File: src/rtl/vga_pkg.sv
// Shared timing defaults, axis timing record and graticule levels for the VGA scan generator.
// The graticule logic in vga_timing_gen is only built when VGA_GRATICULE_EN is defined.
package vga_pkg;

   // Default 640x480@60 timing, in pixels and lines
   localparam int unsigned CLK_DIV_DEF    = 2;
   localparam int unsigned H_ACTIVE_DEF   = 640;
   localparam int unsigned H_FP_DEF       = 16;
   localparam int unsigned H_SYNC_DEF     = 96;
   localparam int unsigned H_BP_DEF       = 48;
   localparam int unsigned V_ACTIVE_DEF   = 480;
   localparam int unsigned V_FP_DEF       = 10;
   localparam int unsigned V_SYNC_DEF     = 2;
   localparam int unsigned V_BP_DEF       = 33;
   localparam int unsigned WAVE_LINES_DEF = 384;
   localparam int unsigned X_DIV_DEF      = 64;
   localparam int unsigned Y_DIV_DEF      = 48;
   localparam int unsigned CW_DEF         = 10;

   localparam logic [7:0] MAJOR_LEVEL_DEF = 8'd255;
   localparam logic [7:0] MINOR_LEVEL_DEF = 8'd122;

   // One scan axis: visible span followed by front porch, sync and back porch
   typedef struct packed {
      logic [15:0] active;
      logic [15:0] fp;
      logic [15:0] sync;
      logic [15:0] bp;
   } vga_timing_t;

   localparam vga_timing_t H_TIMING_DEF = '{
      active: 16'(H_ACTIVE_DEF), fp: 16'(H_FP_DEF), sync: 16'(H_SYNC_DEF), bp: 16'(H_BP_DEF)
   };
   localparam vga_timing_t V_TIMING_DEF = '{
      active: 16'(V_ACTIVE_DEF), fp: 16'(V_FP_DEF), sync: 16'(V_SYNC_DEF), bp: 16'(V_BP_DEF)
   };

   // Full period of an axis in pixels or lines
   function automatic int unsigned total(input vga_timing_t t);
      return 32'(t.active) + 32'(t.fp) + 32'(t.sync) + 32'(t.bp);
   endfunction

endpackage

File: src/rtl/vga_axis_counter.sv
// One scan axis: enabled wrap-around counter with active-region and sync-window decode.
// active_c, sync_c and wrap_c are combinational decodes of the registered count.
module vga_axis_counter
   import vga_pkg::*;
#(
   parameter vga_timing_t TIM = H_TIMING_DEF,
   parameter int unsigned CW  = CW_DEF
) (
   input  logic          clk,
   input  logic          rst_n,
   input  logic          en_i,
   output logic [CW-1:0] count_o,
   output logic          active_c,
   output logic          sync_c,
   output logic          wrap_c
);

   localparam int unsigned TOTAL   = total(TIM);
   localparam int unsigned ACT_END = 32'(TIM.active);
   localparam int unsigned SYNC_LO = 32'(TIM.active) + 32'(TIM.fp);
   localparam int unsigned SYNC_HI = SYNC_LO + 32'(TIM.sync);

   logic [CW-1:0] count_q;
   logic [CW-1:0] count_d;

   // Advance on enable, folding back to zero after the last position of the axis
   always_comb begin
      count_d = count_q;
      wrap_c  = en_i && (32'(count_q) == (TOTAL - 1));
      if (wrap_c) begin
         count_d = '0;
      end else if (en_i) begin
         count_d = count_q + CW'(1);
      end
   end

   // Count register
   always_ff @(posedge clk or negedge rst_n) begin
      if (!rst_n) begin
         count_q <= '0;
      end else begin
         count_q <= count_d;
      end
   end

   // Region decode of the current position
   always_comb begin
      active_c = 32'(count_q) < ACT_END;
      sync_c   = (32'(count_q) >= SYNC_LO) && (32'(count_q) < SYNC_HI);
   end

   assign count_o = count_q;

endmodule

File: src/rtl/vga_timing_gen.sv
// Parametrised VGA scan generator: pixel clock enable, scan coordinates, syncs,
// display enables, line/frame strobes and scope graticule intensity, all registered
// and aligned to the same pixel one pixel after the scan counters.
// Define VGA_GRATICULE_EN to build the graticule; otherwise grid is held at zero.
module vga_timing_gen
   import vga_pkg::*;
#(
   parameter int unsigned CLK_DIV     = CLK_DIV_DEF,
   parameter int unsigned H_ACTIVE    = H_ACTIVE_DEF,
   parameter int unsigned H_FP        = H_FP_DEF,
   parameter int unsigned H_SYNC      = H_SYNC_DEF,
   parameter int unsigned H_BP        = H_BP_DEF,
   parameter int unsigned V_ACTIVE    = V_ACTIVE_DEF,
   parameter int unsigned V_FP        = V_FP_DEF,
   parameter int unsigned V_SYNC      = V_SYNC_DEF,
   parameter int unsigned V_BP        = V_BP_DEF,
   parameter logic        SYNC_POL    = 1'b0,
   parameter int unsigned WAVE_LINES  = WAVE_LINES_DEF,
   parameter int unsigned X_DIV       = X_DIV_DEF,
   parameter int unsigned Y_DIV       = Y_DIV_DEF,
   parameter logic [7:0]  MAJOR_LEVEL = MAJOR_LEVEL_DEF,
   parameter logic [7:0]  MINOR_LEVEL = MINOR_LEVEL_DEF,
   parameter int unsigned CW          = CW_DEF
) (
   input  logic          clk,
   input  logic          rst_n,
   output logic          pix_ce,
   output logic [CW-1:0] x,
   output logic [CW-1:0] y,
   output logic          de,
   output logic          wave_de,
   output logic          hsync,
   output logic          vsync,
   output logic          line_start,
   output logic          frame_start,
   output logic [7:0]    grid
);

   localparam vga_timing_t H_TIM = '{
      active: 16'(H_ACTIVE), fp: 16'(H_FP), sync: 16'(H_SYNC), bp: 16'(H_BP)
   };
   localparam vga_timing_t V_TIM = '{
      active: 16'(V_ACTIVE), fp: 16'(V_FP), sync: 16'(V_SYNC), bp: 16'(V_BP)
   };
   localparam int unsigned       H_TOTAL  = total(H_TIM);
   localparam int unsigned       V_TOTAL  = total(V_TIM);
   localparam longint unsigned   CW_CAP   = 64'd1 << CW;
   localparam int unsigned       DW       = (CLK_DIV > 1) ? $clog2(CLK_DIV) : 1;
   localparam logic [DW-1:0]     CNT_LAST = DW'(CLK_DIV - 1);

   // Elaboration-time parameter legality
   if (CLK_DIV < 1) begin : g_bad_div
      $error("vga_timing_gen: CLK_DIV must be at least 1");
   end
   if ((H_SYNC == 0) || (V_SYNC == 0)) begin : g_bad_sync
      $error("vga_timing_gen: H_SYNC and V_SYNC must be non-zero");
   end
   if (WAVE_LINES > V_ACTIVE) begin : g_bad_wave
      $error("vga_timing_gen: WAVE_LINES must not exceed V_ACTIVE");
   end
   if ((CW_CAP < 64'(H_TOTAL)) || (CW_CAP < 64'(V_TOTAL))) begin : g_bad_cw
      $error("vga_timing_gen: CW too narrow for H_TOTAL/V_TOTAL");
   end
   if ((X_DIV < 1) || (Y_DIV < 1)) begin : g_bad_div_pitch
      $error("vga_timing_gen: X_DIV and Y_DIV must be at least 1");
   end

   logic [DW-1:0] cnt_q, cnt_d;
   logic          pix_ce_q, pix_ce_d;

   // Pixel divider; the enable is registered so it lines up with cnt == CLK_DIV-1
   always_comb begin
      cnt_d    = (cnt_q == CNT_LAST) ? '0 : cnt_q + DW'(1);
      pix_ce_d = (cnt_d == CNT_LAST);
   end

   // Divider registers
   always_ff @(posedge clk or negedge rst_n) begin
      if (!rst_n) begin
         cnt_q    <= '0;
         pix_ce_q <= 1'b0;
      end else begin
         cnt_q    <= cnt_d;
         pix_ce_q <= pix_ce_d;
      end
   end

   logic [CW-1:0] hc, vc;
   logic          h_active, h_sync, h_wrap;
   logic          v_active, v_sync, v_wrap;

   vga_axis_counter #(.TIM(H_TIM), .CW(CW)) u_h_axis (
      .clk      (clk),
      .rst_n    (rst_n),
      .en_i     (pix_ce_q),
      .count_o  (hc),
      .active_c (h_active),
      .sync_c   (h_sync),
      .wrap_c   (h_wrap)
   );

   vga_axis_counter #(.TIM(V_TIM), .CW(CW)) u_v_axis (
      .clk      (clk),
      .rst_n    (rst_n),
      .en_i     (h_wrap),
      .count_o  (vc),
      .active_c (v_active),
      .sync_c   (v_sync),
      .wrap_c   (v_wrap)
   );

   logic       de_c, wave_c;
   logic [7:0] grid_c;

   // Display regions of the pixel currently held in hc/vc
   always_comb begin
      de_c   = h_active && v_active;
      wave_c = de_c && (32'(vc) < WAVE_LINES);
   end

`ifdef VGA_GRATICULE_EN
   localparam int unsigned XW = (X_DIV > 1) ? $clog2(X_DIV) : 1;
   localparam int unsigned YW = (Y_DIV > 1) ? $clog2(Y_DIV) : 1;

   logic [XW-1:0] xd_q, xd_d;
   logic [YW-1:0] yd_q, yd_d;
   logic          major_c, minor_c;

   // Minor pitch counters track hc mod X_DIV and vc mod Y_DIV without dividers
   always_comb begin
      xd_d = xd_q;
      yd_d = yd_q;
      if (h_wrap) begin
         xd_d = '0;
      end else if (pix_ce_q) begin
         xd_d = (32'(xd_q) == (X_DIV - 1)) ? '0 : xd_q + XW'(1);
      end
      if (v_wrap) begin
         yd_d = '0;
      end else if (h_wrap) begin
         yd_d = (32'(yd_q) == (Y_DIV - 1)) ? '0 : yd_q + YW'(1);
      end
   end

   // Pitch counter registers
   always_ff @(posedge clk or negedge rst_n) begin
      if (!rst_n) begin
         xd_q <= '0;
         yd_q <= '0;
      end else begin
         xd_q <= xd_d;
         yd_q <= yd_d;
      end
   end

   // Graticule intensity; major lines win over minor dots, nothing outside the waveform area
   always_comb begin
      major_c = (32'(hc) == 1) || (32'(hc) == (H_ACTIVE / 2)) || (32'(hc) == (H_ACTIVE - 4)) ||
                (32'(vc) == 1) || (32'(vc) == (WAVE_LINES / 2)) || (32'(vc) == (WAVE_LINES - 1));
      minor_c = ((xd_q == '0) && vc[0]) || ((yd_q == '0) && hc[0]);
      grid_c  = 8'd0;
      if (wave_c) begin
         if (major_c) begin
            grid_c = MAJOR_LEVEL;
         end else if (minor_c) begin
            grid_c = MINOR_LEVEL;
         end
      end
   end
`else
   logic [33:0] unused_grat;

   // Graticule not built
   always_comb begin
      grid_c      = 8'd0;
      unused_grat = {v_wrap, MAJOR_LEVEL, MINOR_LEVEL, X_DIV[7:0], Y_DIV[7:0]};
   end
`endif

   logic [CW-1:0] x_q, x_d, y_q, y_d;
   logic          de_q, de_d, wave_q, wave_d;
   logic          hsync_q, hsync_d, vsync_q, vsync_d;
   logic          ls_q, ls_d, fs_q, fs_d;
   logic          valid_q, valid_d;
   logic [7:0]    grid_q, grid_d;

   // Output stage: latch the current pixel on pix_ce; strobes fire on the pix_ce that
   // closes a real (post-reset) x==0 pixel so they last one clk and meet pix_ce
   always_comb begin
      x_d     = x_q;
      y_d     = y_q;
      de_d    = de_q;
      wave_d  = wave_q;
      hsync_d = hsync_q;
      vsync_d = vsync_q;
      grid_d  = grid_q;
      if (pix_ce_q) begin
         x_d     = hc;
         y_d     = vc;
         de_d    = de_c;
         wave_d  = wave_c;
         hsync_d = h_sync ? SYNC_POL : ~SYNC_POL;
         vsync_d = v_sync ? SYNC_POL : ~SYNC_POL;
         grid_d  = grid_c;
      end
      valid_d = valid_q || pix_ce_q;
      ls_d    = pix_ce_d && valid_d && (x_d == '0);
      fs_d    = ls_d && (y_d == '0);
   end

   // Output registers
   always_ff @(posedge clk or negedge rst_n) begin
      if (!rst_n) begin
         x_q     <= '0;
         y_q     <= '0;
         de_q    <= 1'b0;
         wave_q  <= 1'b0;
         hsync_q <= ~SYNC_POL;
         vsync_q <= ~SYNC_POL;
         ls_q    <= 1'b0;
         fs_q    <= 1'b0;
         valid_q <= 1'b0;
         grid_q  <= 8'd0;
      end else begin
         x_q     <= x_d;
         y_q     <= y_d;
         de_q    <= de_d;
         wave_q  <= wave_d;
         hsync_q <= hsync_d;
         vsync_q <= vsync_d;
         ls_q    <= ls_d;
         fs_q    <= fs_d;
         valid_q <= valid_d;
         grid_q  <= grid_d;
      end
   end

   assign pix_ce      = pix_ce_q;
   assign x           = x_q;
   assign y           = y_q;
   assign de          = de_q;
   assign wave_de     = wave_q;
   assign hsync       = hsync_q;
   assign vsync       = vsync_q;
   assign line_start  = ls_q;
   assign frame_start = fs_q;
   assign grid        = grid_q;

endmodule

File: config.mk
export PLATFORM = sky130hd
export DESIGN_NAME = vga_timing_gen
export DESIGN_NICKNAME = d
export VERILOG_FILES = /design/src/rtl/vga_pkg.sv /design/src/rtl/vga_axis_counter.sv /design/src/rtl/vga_timing_gen.sv
export SDC_FILE = /design/constraint.sdc
export NUM_CORES = 1
export LEC_CHECK = 0
export CORE_ASPECT_RATIO = 2
export CORE_MARGIN = 2
export CORE_UTILIZATION = 35
export CTS_BUF_LIST = sky130_fd_sc_hd__clkbuf_8
export DETAILED_ROUTE_END_ITERATION = 8
export HOLD_SLACK_MARGIN = 0.03
export PLACE_DENSITY = 0.64
export SLEW_MARGIN = 15
export SYNTH_ARGS = -nofsm -noshare
export SYNTH_HDL_FRONTEND = slang
export SYNTH_SLANG_ARGS = --single-unit
File: constraint.sdc
create_clock -name clk -period 4.6 [get_ports clk]
set_input_delay 1.15 -clock clk [delete_from_list [all_inputs] [get_ports clk]]
set_output_delay 1.15 -clock clk [all_outputs]
set_load 0.01 [all_outputs]
==> results.yml <==
outcome:
  status: "complete, no violations"
placed_design:
  place_congestion: 0.7969
  port_buffers: 28
  place_hpwl_um: 3057
  placed_cell_area_um2: 2537
cells_and_area:
  stdcell_area_um2: 2653
  fillers: 613
  drive_gt1_share_pct: 17.18
  nets: 232
  mostFrequentLayoutCells: "dfrtp_1, clkdlybuf4s50_1, mux2_2"
  layout_commonest_cell: "dfrtp_1"
  area_growth_pct: 19.98
  diodes: 0
yosys:
  synth-main-ff-cell: "dfrtp_1"
  synth_fa_ha_area_share_pct: 2.264
  yosysSeqAreaShare_pct: 54.44
  synth_cells: 198
  synth-compound-area-share_pct: 6.791
  synth_top_family_by_area: "simple AND/OR/NAND/NOR gates"
  syn-cell-area_um2: 2211
  synth-xor-area-share_pct: 3.565
  synth-edff-count: 0
  synth-async-reset-ratio_pct: 100.0
  ys_seq_elements: 48
  muxShareOfSynthArea_pct: 10.19
  synth-simple-area-share_pct: 16.53
  yosys_warnings: 0
  synth.avg_cell_area_um2: 11.17
  ys_types: 37
cts:
  clkLatencyLatePin_ns: 0.31
  clockBufferDepth: 2
  post-cts-setup-buffers: 0
  cts-hold-fix-buffers: 0
  clk_pin_slew_ns: 0.09
  cts.sinks: 48
  ctsRootBufferMaster: "clkbuf_8"
  cts-resized-gates: 0
  cts_made_buffers: 5
  htree_levels: 2
  cts_tree: "yes"
setup_path:
  required_ns: 3.45
  r2r-start: "pix_ce$_DFF_PN0_"
  startpoint_type: "register"
  slowest_stage: "dfstp_2"
  crit_start: "vsync$_DFFE_PN1P_"
  end_kind: "primary output"
  critical_path_buf_inv_count: 1
  cp_slowest_stage_delay_ns: 0.55
  crit_type: "register to primary output"
  cp_cell_sequence: "clkdlybuf4s50_1"
  critPathMaxFanout: 2
  critPathTopFamily: "flip-flops"
  crit_arrival_ns: 1.38
timing:
  setup_viol: 0
  finClkSkew_ns: 0.009227
  hold_viol: 0
  tns_ns: 0
  period_needed_ns: 2.532
  worst_slew_pin_slew_ns: 1.040
  maxSlewHeadroom_pct: 30.68
  fmax_mhz: 395.0
  rsz0062_at_grt: "no"
  fin_crit_sh_pct: 55.03
  finalMaxSlewViolations: 0
global_routing:
  grt_pass1_wl_um: 7341
  grt_pass1_vias: 1524
  antenna_found_initial: 0
  globalRouteTotalUtil_pct: 13.71
  gr-total-overflow: 0
  grt_max_degree: 49
pwr:
  power_leakage_nw: 1.181
  peakVddDrop_v: 0.0001912
  power.density_nw_per_um2: 279.8
detailed_routing:
  drc: 0
  drt_iter0_drc: 37
  routedWlPerCell_um: 13.68
  dr.pass1.iters: 4
  drt-total-wl_um: 4281
  viasPerCell: 4.914
  ant_nets: 0
  vias: 1538
die:
  die_y_um: 116.4
  die_w_um: 60.20
  start_util_pct: 35.62
  core_area_um2: 6207
  fp.dieArea_um2: 7007
  io_pins: 37
  rows: 41
worst_hold_path:
  hp-class: "register to register"
  hp-start: "valid_q$_DFF_PN0_"
run:
  maxCapViolations: 0
-- worst register-to-register path: stages, from the launching register on --
cell	delay, ns
dfrtp_1	0.35
buf_4	0.38
or4b_2	0.63
nor3_1	0.15
buf_4	0.20
nand4_1	0.11
mux2_2	0.29
-- synth_stat cells, types with 3 or more instances --
library cell | n | area, um2
nor2_1 | 8 | 30.03
mux2_2 | 20 | 225.2
a31oi_1 | 4 | 25.02
nor4_1 | 4 | 25.02
o21ai_0 | 9 | 45.04
dfrtp_1 | 46 | 1151
inv_1 | 8 | 30.03
nand4_1 | 8 | 50.05
ha_1 | 4 | 50.05
xor2_1 | 3 | 26.28
nor3_1 | 9 | 45.04
xnor2_1 | 6 | 52.55
nand3_1 | 10 | 50.05
buf_2 | 3 | 15.01
a21oi_1 | 7 | 35.03
or4_1 | 3 | 22.52
buf_4 | 9 | 67.56
nand2_1 | 8 | 30.03
-- layout make-up --
cell class                 count  area, um2  share of cell area, %
tap                           86      107.6                  4.057
timing repair buffer          30      290.3                  10.94
inverter                       9      36.28                  1.368
clock inverter                 3      46.29                  1.745
clock buffer                   5      68.82                  2.594
multi-input combinational    132      899.6                  33.92
sequential                    48       1204                  45.38
-- worst paths after layout --
kind,endpoint,slack (ns),cells past startpoint
setup / recovery,vsync,2.07,1
hold / removal,valid_q$_DFF_PN0_,0.48,1
setup reg to reg,u_v_axis.count_o[4]$_DFFE_PN0P_,2.38,6
hold reg to reg,valid_q$_DFF_PN0_,0.48,1
max in group asynchronous,x[3]$_DFF_PN0_,2.94,1
min in group asynchronous,y[4]$_DFF_PN0_,1.02,1
-- kinds of logic after synthesis --
| kind of cell | after synthesis |
|---|---|
| other cells | 1 |
| fa+ha+maj | 4 |
| simple gates | 65 |
| flops | 48 |
| xor+xnor | 9 |
| mux | 20 |
| buf+inv | 25 |
| compound gates | 26 |
-- power by group --
part	internal (mW)	total (mW)	switching [mW]
Sequential	0.422	0.422	0
Clock	0.164	0.310	0.146
Combinational	0.000309	0.0109	0.0106
-- sequential cells by signal, indices dropped and copies added, names as in the netlist --
name              flops
u_h_axis.count_o     10
u_v_axis.count_o     10
x                    10
y                    10
de                    1
frame_start           1
hsync                 1
line_start            1
pix_ce                1
valid_q               1
vsync                 1
wave_de               1
-- layer usage --
| metal | up-vias | wire length (um) | GRT usage, % |
|---|---|---|---|
| li1 | 743 | - | - |
| met1 | 753 | 1972 | 19.19 |
| met2 | 36 | 2066 | 20.65 |
| met3 | 6 | 176 | 3.101 |
| met4 | 0 | 65 | 4.889 |
| met5 | - | 0 | 0 |
-- metrics by stage --
step	hold slack (ns)	std cells	util, %	setup WS (ns)	power [mW]
6_report	0.4818	313	42.73	2.068	0.7421
3_5_place_dp	0.4577	305	40.88	2.400	0.4415
3_3_place_gp	0.4594	305	40.88	2.405	0.4413
5_1_grt	0.4973	313	42.73	2.009	0.7718
2_1_floorplan	0.4375	205	-	2.642	0.4380
4_1_cts	0.4822	313	42.73	2.050	0.7535
(Power assumes the default switching activity.)
